===== src/rtl/lsu_arb_pkg.sv =====
// Shared types and constants for the two-requester LSU arbiter.
// Holds the FSM state encoding, the LSU data-type codes and the PRIO_MODE encodings.
package lsu_arb_pkg;

  typedef enum logic [1:0] {
    IDLE  = 2'd0,
    ISSUE = 2'd1,
    RESP  = 2'd2
  } state_e;

  localparam logic [1:0] DT_W  = 2'b00;
  localparam logic [1:0] DT_HW = 2'b01;
  localparam logic [1:0] DT_B  = 2'b10;

  localparam int PRIO_RR    = 0;
  localparam int PRIO_FIXED = 1;

  typedef struct packed {
    logic [31:0] addr;
    logic [31:0] wdata;
    logic        wren;
    logic [1:0]  dtype;
    logic        uns;
  } cmd_t;

  // The reserved type code 11 is forwarded to the LSU as a word access.
  function automatic logic dtype_valid(input logic [1:0] t);
    return (t == DT_W) || (t == DT_HW) || (t == DT_B);
  endfunction

endpackage


===== src/rtl/lsu_arb_pick.sv =====
// Combinational winner selection for two requesters.
// last=1 means m1 won most recently; prio_mode=1 gives m0 fixed priority.
module lsu_arb_pick
  import lsu_arb_pkg::*;
(
  input  logic [1:0] req,
  input  logic       last,
  input  logic       prio_mode,
  output logic [1:0] gnt
);

  always_comb begin
    // NOTE: default before the case so every path assigns gnt and no latch is inferred.
    gnt = 2'b00;
    case (req)
      2'b01:   gnt = 2'b01;
      2'b10:   gnt = 2'b10;
      2'b11:   gnt = (prio_mode || last) ? 2'b01 : 2'b10;
      default: gnt = 2'b00;
    endcase
  end

endmodule


===== src/rtl/lsu_arbiter.sv =====
// Two-requester arbiter in front of a single shared LSU: IDLE -> ISSUE -> RESP.
// Optional m1 grant lock is built only when macro LSU_ARB_LOCK_EN is defined.
module lsu_arbiter
  import lsu_arb_pkg::*;
#(
  parameter int PRIO_MODE = PRIO_RR
) (
  input  logic        i_clk,
  input  logic        i_rst,
  input  logic        i_m0_req,
  input  logic [31:0] i_m0_addr,
  input  logic [31:0] i_m0_wdata,
  input  logic        i_m0_wren,
  input  logic [1:0]  i_m0_type,
  input  logic        i_m0_unsigned,
  input  logic        i_m1_req,
  input  logic [31:0] i_m1_addr,
  input  logic [31:0] i_m1_wdata,
  input  logic        i_m1_wren,
  input  logic [1:0]  i_m1_type,
  input  logic        i_m1_unsigned,
  input  logic        i_m1_lock,
  output logic        o_m0_gnt,
  output logic        o_m0_rvalid,
  output logic [31:0] o_m0_rdata,
  output logic        o_m1_gnt,
  output logic        o_m1_rvalid,
  output logic [31:0] o_m1_rdata,
  output logic [31:0] o_lsu_addr,
  output logic [31:0] o_st_data,
  output logic        o_lsu_wren,
  output logic        o_unsigned,
  output logic [1:0]  o_data_type,
  input  logic [31:0] i_ld_data
);

  state_e     state;
  logic       last;   // 1: m1 won the most recent grant
  logic       sel;    // owner of the command in flight
  logic [1:0] req;
  logic [1:0] pick_gnt;
  logic [1:0] win;
  cmd_t       cmd;

  assign req = {i_m1_req, i_m0_req};

  lsu_arb_pick u_pick (
    .req       (req),
    .last      (last),
    .prio_mode (PRIO_MODE == PRIO_FIXED),
    .gnt       (pick_gnt)
  );

`ifdef LSU_ARB_LOCK_EN
  logic lock;
  assign win = (lock && req[1]) ? 2'b10 : pick_gnt;
`else
  logic unused_lock;
  assign unused_lock = i_m1_lock;
  assign win = pick_gnt;
`endif

  always_comb begin
    cmd = '0;
    if (win[1]) begin
      cmd = '{addr: i_m1_addr, wdata: i_m1_wdata, wren: i_m1_wren,
              dtype: i_m1_type, uns: i_m1_unsigned};
    end else begin
      cmd = '{addr: i_m0_addr, wdata: i_m0_wdata, wren: i_m0_wren,
              dtype: i_m0_type, uns: i_m0_unsigned};
    end
  end

  // NOTE: sequential state uses non-blocking assignments so every register samples pre-edge values.
  always_ff @(posedge i_clk or posedge i_rst) begin
    if (i_rst) begin
      state       <= IDLE;
      last        <= 1'b1;
      sel         <= 1'b0;
      o_m0_gnt    <= 1'b0;
      o_m1_gnt    <= 1'b0;
      o_m0_rvalid <= 1'b0;
      o_m1_rvalid <= 1'b0;
      o_m0_rdata  <= '0;
      o_m1_rdata  <= '0;
      o_lsu_addr  <= '0;
      o_st_data   <= '0;
      o_lsu_wren  <= 1'b0;
      o_unsigned  <= 1'b0;
      o_data_type <= DT_W;
`ifdef LSU_ARB_LOCK_EN
      lock        <= 1'b0;
`endif
    end else begin
      case (state)
        IDLE: begin
          if (|req) begin
            state       <= ISSUE;
            sel         <= win[1];
            last        <= win[1];
            o_m0_gnt    <= win[0];
            o_m1_gnt    <= win[1];
            o_lsu_addr  <= cmd.addr;
            o_st_data   <= cmd.wdata;
            o_lsu_wren  <= cmd.wren;
            o_unsigned  <= cmd.uns;
            o_data_type <= dtype_valid(cmd.dtype) ? cmd.dtype : DT_W;
          end
`ifdef LSU_ARB_LOCK_EN
          // m0 can only win while m1 is requesting if the lock is already clear.
          if (!req[1]) begin
            lock <= 1'b0;
          end else if (win[1]) begin
            lock <= i_m1_lock;
          end
`endif
        end
        ISSUE: begin
          state      <= RESP;
          o_m0_gnt   <= 1'b0;
          o_m1_gnt   <= 1'b0;
          o_lsu_wren <= 1'b0;
          if (sel) begin
            o_m1_rvalid <= 1'b1;
            o_m1_rdata  <= o_lsu_wren ? 32'd0 : i_ld_data;
          end else begin
            o_m0_rvalid <= 1'b1;
            o_m0_rdata  <= o_lsu_wren ? 32'd0 : i_ld_data;
          end
        end
        RESP: begin
          state       <= IDLE;
          o_m0_rvalid <= 1'b0;
          o_m1_rvalid <= 1'b0;
        end
        default: state <= IDLE;
      endcase
    end
  end

endmodule


===== config.mk =====
export PLATFORM = sky130hd
export DESIGN_NAME = lsu_arbiter
export DESIGN_NICKNAME = d
export VERILOG_FILES = /design/src/rtl/lsu_arb_pkg.sv /design/src/rtl/lsu_arb_pick.sv /design/src/rtl/lsu_arbiter.sv
export SDC_FILE = /design/constraint.sdc
export NUM_CORES = 1
export LEC_CHECK = 0
export ABC_AREA = 1
export CAP_MARGIN = 20
export CORE_MARGIN = 10
export CORE_UTILIZATION = 40
export DETAILED_ROUTE_END_ITERATION = 16
export GPL_TIMING_DRIVEN = 0
export PLACE_DENSITY = 0.8
export SYNTH_ARGS = -nofsm -noshare
export SYNTH_HDL_FRONTEND = slang
export SYNTH_SLANG_ARGS = --single-unit

===== constraint.sdc =====
create_clock -name i_clk -period 5.65 [get_ports i_clk]
set_input_delay 1.13 -clock i_clk [delete_from_list [all_inputs] [get_ports i_clk]]
set_output_delay 1.13 -clock i_clk [all_outputs]
set_load 0.01 [all_outputs]

# Yosys cells after proc, flatten, opt, wreduce, memory -nomap -nowiden
# Cells that the tools add are included.
totals:
  reg_bits: 140
  out_inout_bits: 136
op_classes:
  n_eq_ne: 10
  n_mux: 17
  bitwise_logic: 1
  reduce_logical: 13
op_table:
  columns: ["op", "n"]
  rows:
  - ["$mux 68", 1]
  - ["$mux 32", 1]
  - ["$reduce_and 2->1", 6]
  - ["$pmux 1 s2", 5]
  - ["$eq 2x2->1 const B", 4]
  - ["$eq 2x1->1 const B", 3]
  - ["$mux 2", 3]
  - ["$ne 2x2->1 const B", 3]
  - ["$pmux 2 s3", 1]
  - ["$mux 1", 5]
  - ["$logic_not 2->1", 2]
  - ["$pmux 2 s2", 1]
  - ["$reduce_bool 2->1", 2]
  - ["$logic_or 1x1->1", 2]
  - ["$reduce_or 2->1", 1]
  - ["$not 1->1", 1]

# Longest topological paths before layout
# Gate-level depths: netlist of run 1.
depth:
  word_depth: 7
  depth_mapped: 8
  depth_no_buf: 7

# By module
# Synthesis of run 1 repeated with hierarchy kept, for this count alone.
hier_totals:
  hier_cells: 905
  area_unflattened_um2: 6591.3
modules_own_cells:
  columns: ["mod", "n_inst", "cells_each", "area_each_um2"]
  rows:
  - ["lsu_arbiter", 1, 892, 6541.3]
  - ["lsu_arb_pick", 1, 13, 50.0]

# Worst setup path before layout of run 1
# OpenSTA, ideal clock, no wires.
synth_timing:
  kind: "input to register"
  from: "input port i_m0_req"
  to: "register o_st_data[19]"
  t_arrival_ps: 1896
  required_ps: 5525
  slack_ps: 3629
  cell_stages: 7
  path_buffers: 2
  cell_sequence: "nand2_1 > nand2_1 > inv_2 > buf_4 > buf_4 > nand3_1 > nand3_1"
synth_via:
  elab_chain_cells: 3
synth_rtl:
  columns: ["element", "line", "source"]
  rows:
  - ["start: declaration", "lsu_arbiter.sv:10", "input logic i_m0_req,"]
  - ["$eq 2x2->1 or $eq 2x1->1 (tied branches)", "lsu_arb_pick.sv:15", "case (req)"]
  - ["$pmux 2 s3", "lsu_arb_pick.sv:15", null]
  - ["$mux 68", "lsu_arbiter.sv:65", "if (win[1]) begin"]
  - ["end signal: assignment", "lsu_arbiter.sv:104", "o_st_data <= cmd.wdata;"]
  - ["end: declaration", "lsu_arbiter.sv:30", "output logic [31:0] o_st_data,"]
# Several ways; a longest one is shown, not always the timed one.
# A chain may end at the register's enable or synchronous reset.

# Final worst setup path of run 1
layout_timing:
  from: "input port i_m1_req"
  to: "register o_st_data[4]"
layout_via:
  elab_chain_cells: 3
layout_rtl:
  columns: ["element", "line", "source"]
  rows:
  - ["start: declaration", "lsu_arbiter.sv:16", "input logic i_m1_req,"]
  - ["$eq 2x2->1 or $eq 2x1->1 (tied branches)", "lsu_arb_pick.sv:15", null]
  - ["$pmux 2 s3", "lsu_arb_pick.sv:15", null]
  - ["$mux 68", "lsu_arbiter.sv:65", null]
# Several ways; a longest one is shown, not always the timed one.

==> flow_metrics.env, run 1 <==
export IMPL_status="completed"
export IMPL_cts_tree="done"
export IMPL_antennaDiodeCount=0
export IMPL_cts_made_buffers=17
export IMPL_die_area_sq_um=20760
export IMPL_io_buffers=307
export IMPL_ctsHoldBuffers=0
export IMPL_io_pin_count=309
export IMPL_cp_max_fo=10
export IMPL_slew_headroom_pct=62.91
export IMPL_antenna_left=0
export IMPL_grt_max_degree=91
export IMPL_die_h_um=144.1
export IMPL_layout_drive_gt1_share_pct=5.545
export IMPL_hpwl_mm=18.18
export IMPL_core_area_sq_um=15150
export IMPL_stdcell_count=1288
export IMPL_tightest_slew_ns=0.5558
export IMPL_post_route_drc_count=0
export IMPL_die_w_um=144.1
export IMPL_gr_total_overflow=0
export IMPL_post_drt_wl_per_cell_um=18.35
export IMPL_fin_skew_ns=0.008290
export IMPL_avgViaCountPerCell=4.919
export IMPL_vias=6336
export IMPL_drtPass1Iterations=5
export IMPL_startpoint_type="input pin"
export IMPL_cp_arrival_ns=2.91
export IMPL_yosysWarnings=0
export IMPL_powerDensity_nw_per_um2=543.7
export IMPL_clock_sinks=140
export IMPL_finalHoldViolCount=0
export IMPL_htree_levels=4
export IMPL_initial_core_util_pct=40.66
export IMPL_min_period_ns=2.565
export IMPL_stdcell_area_sq_um=10070
export IMPL_timing_fmax_mhz=389.9
export IMPL_path_clk_slew_ns=0.06
export IMPL_clock_path_buffers=2
export IMPL_dp_cells=1257
export IMPL_initialDrtViolationCount=321
export IMPL_avgSynthCellArea_sq_um=8.093
export IMPL_postCtsSetupBuffers=0
export IMPL_leakagePower_nw=4.796
export IMPL_setup_tns_ns=0
export IMPL_grt_pass1_wl_mm=35.44
export IMPL_seq_area_frac_synth_pct=56.91
export IMPL_synth_area_sq_um=6158
export IMPL_post_route_util_pct=66.52
export IMPL_nNetsFinal=1261
export IMPL_core_rowCount=45
export IMPL_min_path_type="reg -> reg"
export IMPL_cts_root_buf="clkbuf_16"
export IMPL_cap_violations=0
export IMPL_drt_wl_total_mm=23.63
export IMPL_clock_latency_ns=0.41
export IMPL_fin_crit_sh_pct=45.39
export IMPL_synth_cells=761
export IMPL_cts_resized=0
export IMPL_slew_viol_final=0
export IMPL_track_usage_pct=22.29
export IMPL_rsz0062_at_grt="no"
export IMPL_area_growth_syn_to_layout_pct=63.59
export IMPL_synth_seq_cells=140
export IMPL_grt_pass1_vias=6403
export IMPL_syn_nets=934
export IMPL_gp_congestion=0.8233
export IMPL_cp_data_required_time_ns=5.99
export IMPL_endpoint_kind="flop"
export IMPL_timing_hold_ws_ns=0.4668
export IMPL_postPlaceCellArea_sq_um=9499
export IMPL_worst_ir_drop_vdd_mv=0.3622
export IMPL_setup_viol=0
export IMPL_synth_distinct_cells=15
export IMPL_antenna_found_initial=0
export IMPL_worstSetupPathType="in -> reg"
final timing paths:
| path | from | end | slack [ns] | cells past startpoint |
|---|---|---|---|---|
| worst max-delay path | i_m1_req | o_st_data[4] | 3.09 | 6 |
| worst min-delay path | o_m0_rdata[28] | o_m0_rdata[28] | 0.47 | 2 |
| worst max register to register | last | o_lsu_addr[5] | 3.88 | 7 |
| worst min register to register | o_m0_rdata[28] | o_m0_rdata[28] | 0.47 | 2 |
| max in group asynchronous | i_rst | last | 3.66 | 3 |
| min in group asynchronous | i_rst | o_st_data[10] | 1.13 | 2 |
power breakdown:
group / total (mW) / internal [mW] / leakage [nW] / switching, mW
logic: 2.63 / 1.24 / 2.77 / 1.39
registers: 1.73 / 1.48 / 1.74 / 0.255
clock network: 1.11 / 0.701 / 0.281 / 0.411
cells by family (layout without fill, tap and decap cells):
logic type | after synthesis | in the layout | synth area share (%)
AND/OR/NAND/NOR | 515 | 515 | 35.84
flip-flops | 140 | 140 | 56.91
buffers and inverters | 94 | 433 | 6.278
AO/OA/AOI/OAI | 12 | 12 | 0.9751
final cells by class:
cell class                      count  area, sq um
Timing Repair Buffer              308         3100
Buffer                             50        221.5
Clock inverter                      8        117.6
Fill cell                        1286         5071
Clock buffer                       23        457.9
Inverter                           44        170.2
Sequential cell                   140         3505
Multi-Input combinational cell    527         2267
Tap cell                          188        235.2
state kept, by name, indices dropped and copies added, names as in the netlist:
register and flops:
o_lsu_wren 1, o_m1_rdata 32, state 2, o_data_type 2, last 1, o_st_data 32, o_unsigned 1, sel 1
o_m0_gnt 1, o_m1_gnt 1, o_m0_rdata 32, o_m0_rvalid 1, o_lsu_addr 32, o_m1_rvalid 1
layout by cell type (no fill, tap or decap):
master	count
o21ai_1	9
clkbuf_8	1
clkdlybuf4s50_1	307
inv_1	37
clkinv_2	4
clkinvlp_4	1
dfrtp_1	139
dfstp_2	1
bufinv_16	3
nor2_2	2
nor2_1	37
clkbuf_1	34
o21ai_0	3
inv_6	1
nor2_4	3
nand3b_1	1
buf_16	1
buf_2	18
inv_2	6
nand3_1	194
buf_4	3
clkbuf_16	17
nand2_1	278
metal layers:
metal | global-route usage (%) | vias up | part of all wire (%)
li1 | - | 3083 | -
met1 | 24.17 | 2961 | 38
met2 | 38.18 | 269 | 50
met3 | 9.544 | 23 | 10
met4 | 7.630 | 0 | 2.0
met5 | 0 | - | 0
worst max-delay path, stage by stage:
cell and delay (ns):
clkdlybuf4s50_1 0.61, nand2_1 0.28, inv_2 0.17, clkbuf_1 0.44, nand3_1 0.15, nand3_1 0.12
per-stage QoR:
stage	total power, mW	setup WS, ns
finish	5.478	3.085
global route	5.840	3.010
CTS	5.538	3.108
detailed placement	4.406	2.727
global placement	4.361	-1.339
floorplan	2.927	0.7688
synthesized netlist by cell type:
cell type	number	area (sq um)
buf_2	18	90.09
buf_4	3	22.52
clkbuf_1	29	108.9
dfrtp_1	139	3478
dfstp_2	1	26.28
inv_1	38	142.6
inv_2	6	22.52
nand2_1	278	1044
nand3_1	194	970.9
nand3b_1	1	7.510
nor2_1	37	138.9
nor2_2	2	12.51
nor2_4	3	33.78
o21ai_0	3	15.01
o21ai_1	9	45.04
Power figures use the tool's default switching activity.
==> run 2, diff against run 1 <==
Settings changed: CORE_UTILIZATION 40 to 37, PLACE_DENSITY 0.8 to 0.78.
Clock period 5.65 ns to 2.2 ns, I/O delays scaled along.
==> run 2 against run 1 <==
Net effect:
- combinational power rose to 2.6 times the previous value
- highest routed layer unchanged
- die area rose by 7.0%
- wire length rose by 0.55%
- largest cell class unchanged
- clock skew grew 0.0039 ns
- first-iteration DRC count increased by 13%
- total power increased to 2.6 times the previous value
- global-route usage fell by 1.3 points
- largest power group unchanged
- non-clock buffer count increased by 3
- utilization decreased by 4.7 points
==> flow_metrics.env, run 2 (synthesis gave the netlist of run 1 again) <==
export IMPL_status="completed"
export IMPL_endpoint_kind="output port"
export IMPL_gp_congestion=0.8285
export IMPL_htree_levels=4
export IMPL_ff2ff_path_depth=7
export IMPL_initialDrtViolationCount=364
export IMPL_initial_core_util_pct=37.40
export IMPL_vias=6413
export IMPL_grtUsageMet3_pct=9.769
export IMPL_cp_num_buf_inv=1
export IMPL_track_usage_pct=20.97
export IMPL_r2r_start="last"
export IMPL_crit_family="buffers and inverters"
export IMPL_fin_skew_ns=0.01219
export IMPL_cp_data_required_time_ns=1.76
export IMPL_core_area_sq_um=16470
export IMPL_worst_ir_drop_vdd_mv=0.6119
export IMPL_use_met2_pct=34.70
export IMPL_avgViaCountPerCell=4.844
export IMPL_cp_depth=1
export IMPL_cts_tree="done"
export IMPL_clock_sinks=140
export IMPL_layout_commonest_cell="clkdlybuf4s50_1"
export IMPL_met1_usage_pct=24.41
export IMPL_nNetsFinal=1264
export IMPL_antennaDiodeCount=0
export IMPL_die_h_um=149.0
export IMPL_min_period_ns=1.820
export IMPL_path_clk_slew_ns=0.07
export IMPL_slowest_delay_ns=0.56
export IMPL_setup_viol=0
export IMPL_ctsHoldBuffers=0
export IMPL_die_w_um=149.0
export IMPL_grt_max_degree=40
export IMPL_setup_tns_ns=0
export IMPL_critical_path_slowest_cell="clkdlybuf4s50_1"
export IMPL_startpoint_type="flop"
export IMPL_fin_crit_sh_pct=82.74
export IMPL_gr_total_overflow=0
export IMPL_finalHoldViolCount=0
export IMPL_mostFrequentLayoutCells="307 x clkdlybuf4s50_1, 278 x nand2_1, 194 x nand3_1"
export IMPL_min_path_type="in -> async"
export IMPL_path_cells="clkdlybuf4s50_1"
export IMPL_cp_arrival_ns=1.38
export IMPL_drtPass1Iterations=5
export IMPL_layout_drive_gt1_share_pct=6.341
export IMPL_grt_pass1_wl_mm=36.36
export IMPL_cts_root_buf="clkbuf_16"
export IMPL_antenna_found_initial=0
export IMPL_cp_max_fo=2
export IMPL_r2r_end="o_st_data[26]"
export IMPL_cts_resized=0
export IMPL_clock_latency_ns=0.42
export IMPL_top_usage_layer="met2"
export IMPL_hpwl_mm=18.54
export IMPL_io_buffers=307
export IMPL_die_area_sq_um=22200
export IMPL_rsz0062_at_grt="no"
export IMPL_dp_slack_ns=-0.03987
export IMPL_antenna_left=0
export IMPL_io_pin_count=309
export IMPL_slew_headroom_pct=62.52
export IMPL_fin_ws_ns=0.3798
export IMPL_area_growth_syn_to_layout_pct=65.34
export IMPL_post_route_drc_count=0
export IMPL_worstSetupPathType="reg -> out"
export IMPL_clock_path_buffers=2
export IMPL_drt_wl_total_mm=23.77
export IMPL_powerDensity_nw_per_um2=1388
export IMPL_grt_pass1_vias=6464
export IMPL_regToRegSetupSlack_ns=0.38
export IMPL_postCtsSetupBuffers=0
export IMPL_tightest_slew_ns=0.5615
export IMPL_leakagePower_nw=4.827
export IMPL_post_drt_wl_per_cell_um=17.95
export IMPL_timing_fmax_mhz=549.4
export IMPL_cts_made_buffers=17
export IMPL_cap_violations=0
export IMPL_core_rowCount=47
export IMPL_slew_viol_final=0
## run 2: changes by cell type in the layout (fill, tap and decap cells not counted), sizes merged
| cell | delta |
|---|---|
| inv | +3 |
| clkinv | +4 |
| bufinv | -1 |
| clkinvlp | +1 |
| clkbuf | -6 |
| buf | +3 |
## run 2: cell type report
cell class,instances,area (sq um)
Tap cell,220,275.3
Inverter,44,168.9
Clock inverter,15,166.4
Sequential cell,140,3505
Clock buffer,17,425.4
Fill cell,1430,6284
Buffer,50,221.5
Timing Repair Buffer,311,3153
Multi-Input combinational cell,527,2267
## run 2: stage by stage
step	area (sq um)	hold slack (ns)	utilization [%]	cells	power, mW
5_1_grt	10180	0.3999	61.84	1324	15.12
3_3_place_gp	9510	0.4520	57.76	1288	11.19
3_5_place_dp	9590	0.4571	58.24	1292	11.33
4_1_cts	10180	0.3852	61.84	1324	14.28
2_1_floorplan	6162	0.4431	-	761	7.517
6_report	10180	0.3832	61.84	1324	14.14
## run 2: worst max path at each step
| stage | from | end | slack [ns] |
|---|---|---|---|
| global placement | i_rst | o_st_data[25] | -1.30 |
| CTS | o_data_type[1] | o_data_type[1] | 0.35 |
| detailed placement | i_m1_req | o_lsu_addr[29] | -0.04 |
| global route | i_m0_req | o_lsu_addr[29] | 0.24 |
| finish | o_lsu_addr[6] | o_lsu_addr[6] | 0.38 |
| floorplan | i_rst | o_data_type[0] | 0.01 |
## run 2: layer usage
metal	part of all wire (%)	wire, um	vias to the layer above
met1	39	9238	3025
met3	12	2795	14
met2	48	11510	273
met5	0	0	-
li1	-	-	3101
met4	0.93	221	0
## run 2: report_power, final
| part | switching (mW) | internal (mW) |
|---|---|---|
| logic | 3.59 | 3.20 |
| registers | 0.661 | 3.80 |
| clock network | 1.20 | 1.69 |
==> run 3, diff against run 2 <==
Clock period 2.2 ns to 1.5 ns, I/O delays scaled along.
==> run 3 against run 2 <==
Net effect:
- wire length increased by 0.42%
- sequential share of layout area down 0.10 points
- via count grew 0.30%
- register-to-register slack got worse by 0.30 ns
- clock power increased by 46%
- flip-flop and latch count did not move
- first-iteration DRC count is 5.2% lower
- utilization rose by 0.23 points
- critical path type unchanged
==> flow_metrics.env, run 3 (synthesis gave the netlist of run 1 again) <==
export IMPL_cap_violations=0
export IMPL_slew_headroom_pct=69.13
export IMPL_htree_levels=4
export IMPL_clock_path_buffers=2
export IMPL_internal_power_mw=11.88
export IMPL_clock_latency_ns=0.42
export IMPL_dp_slack_ns=-0.5999
export IMPL_track_usage_pct=21.16
export IMPL_min_period_ns=1.434
export IMPL_switching_share_pct=40.20
export IMPL_netSwitchingPower_mw=7.982
export IMPL_ctsHoldBuffers=0
export IMPL_antenna_found_initial=1
export IMPL_cp_data_required_time_ns=1.20
export IMPL_regToRegSetupSlack_ns=0.08
export IMPL_worstSetupPathType="reg -> out"
export IMPL_tightest_slew_ns=0.4621
export IMPL_grt_pass1_vias=6540
export IMPL_slowest_delay_ns=0.41
export IMPL_grt_max_degree=40
export IMPL_stdcell_count=1333
export IMPL_critPathLaunch="o_lsu_addr[6]"
export IMPL_gp_congestion=0.8285
export IMPL_post_route_util_pct=62.07
export IMPL_leakagePower_nw=5.324
export IMPL_r2r_start="state[1]"
export IMPL_cp_num_buf_inv=1
export IMPL_finalHoldViolCount=0
export IMPL_path_clk_slew_ns=0.07
export IMPL_post_drt_wl_per_cell_um=17.90
export IMPL_cts_tree="done"
export IMPL_startpoint_type="flop"
export IMPL_postPlaceCellArea_sq_um=9590
export IMPL_combPwrFrac_pct=46.1
export IMPL_setup_tns_ns=0
export IMPL_fillers=1463
export IMPL_cp_arrival_ns=1.13
export IMPL_powerDensity_nw_per_um2=1943
export IMPL_drt_wl_total_mm=23.87
export IMPL_ff2ff_path_depth=7
export IMPL_die_w_um=149.0
export IMPL_setup_viol=0
export IMPL_cts_made_buffers=17
export IMPL_crit_family="flip-flops"
export IMPL_antenna_left=0
export IMPL_p_seq_share_pct=32.6
export IMPL_vias=6432
export IMPL_fin_skew_ns=0.009437
export IMPL_hpwl_mm=18.54
export IMPL_path_cells="dlygate4sd2_1"
export IMPL_core_rowCount=47
export IMPL_nNetsFinal=1272
export IMPL_critical_path_slowest_cell="dfrtp_1"
export IMPL_slew_viol_final=0
export IMPL_mostFrequentLayoutCells="275 x nand2_1, 194 x nand3_1, 170 x clkdlybuf4s50_1"
export IMPL_core_area_sq_um=16470
export IMPL_avgViaCountPerCell=4.825
export IMPL_layout_commonest_cell="nand2_1"
export IMPL_die_area_sq_um=22200
export IMPL_post_route_drc_count=0
export IMPL_endpoint_kind="output port"
export IMPL_timing_fmax_mhz=697.5
export IMPL_initial_core_util_pct=37.40
export IMPL_fin_ws_ns=0.06638
export IMPL_crit_path_end="o_lsu_addr[6]"
export IMPL_cp_depth=1
export IMPL_gr_total_overflow=0
export IMPL_grt_pass1_wl_mm=36.73
export IMPL_dp_cells=1292
export IMPL_area_growth_syn_to_layout_pct=65.95
export IMPL_clock_sinks=140
export IMPL_io_buffers=307
export IMPL_cts_root_buf="clkbuf_16"
export IMPL_stdcell_area_sq_um=10220
export IMPL_layout_drive_gt1_share_pct=10.07
export IMPL_drtPass1Iterations=5
export IMPL_clockPowerShare_pct=21.3
export IMPL_die_h_um=149.0
export IMPL_r2r_end="o_m0_rdata[14]"
export IMPL_worst_ir_drop_vdd_mv=0.9159
export IMPL_min_path_type="in -> async"
export IMPL_cp_max_fo=2
export IMPL_status="completed"
export IMPL_io_pin_count=309
export IMPL_fin_crit_sh_pct=95.57
export IMPL_initialDrtViolationCount=345
[run 3: cell types whose count changed in the layout (fill, tap and decap cells not counted), sizes merged]
cell           delta
clkdlybuf4s50   -137
dlygate4sd2     +136
buf              +10
clkbuf            -2
diode             +1
dlymetal6s2s      +1
[run 3: stage by stage]
step | power [mW] | hold slack [ns]
after detailed placement | 16.62 | 0.4571
after CTS | 19.91 | 0.2452
after global placement | 16.41 | 0.4520
after floorplan | 11.03 | 0.4431
after global routing | 21.35 | 0.2599
final | 19.86 | 0.2461
[run 3: worst min-delay path by stage]
stage                   startpoint              to  cells after the start
CTS                          i_rst    o_st_data[1]                      2
global placement    o_m1_rdata[16]  o_m1_rdata[16]                      2
floorplan                     last            last                      2
global route                 i_rst    o_st_data[2]                      2
finish                       i_rst  o_lsu_addr[26]                      2
detailed placement  o_m1_rdata[14]  o_m1_rdata[14]                      2
[run 3: metal layers]
layer / track usage (%) / share of wire, % / routed length, um / up-vias
li1: - / - / - / 3120
met1: 24.53 / 39 / 9334 / 3029
met2: 35.03 / 49 / 11630 / 267
met3: 10.04 / 11 / 2686 / 16
met4: 4.318 / 0.91 / 218 / 0
met5: 0 / 0 / 0 / -
[run 3: power by group through the flow]
stage | Combinational (mW) | Sequential (mW) | Clock (mW)
detailed placement | 10.1 | 6.56 | 0
finish | 9.16 | 6.48 | 4.22
global route | 10.2 | 6.68 | 4.49
floorplan | 3.72 | 7.31 | 0
CTS | 9.14 | 6.47 | 4.31
global placement | 9.91 | 6.50 | 0
[run 3: cell type report]
| cell class | count | area (sq um) | share of cell area [%] |
|---|---|---|---|
| inverters | 44 | 173.9 | 1.702 |
| diodes | 1 | 2.502 | 0.02449 |
| multi-input cells | 527 | 2301 | 22.51 |
| well taps | 220 | 275.3 | 2.693 |
| clock buffers | 17 | 425.4 | 4.163 |
| plain buffers | 50 | 297.8 | 2.914 |
| clock inverters | 15 | 166.4 | 1.628 |
| flip-flops and latches | 140 | 3507 | 34.32 |
| repair buffers | 319 | 3070 | 30.04 |
[run 3: repair_timing]
action                     CTS  global route
setup buffers                2             6
pin swaps                    2             3
gates resized for setup    171            37
setup endpoints to repair  208           131
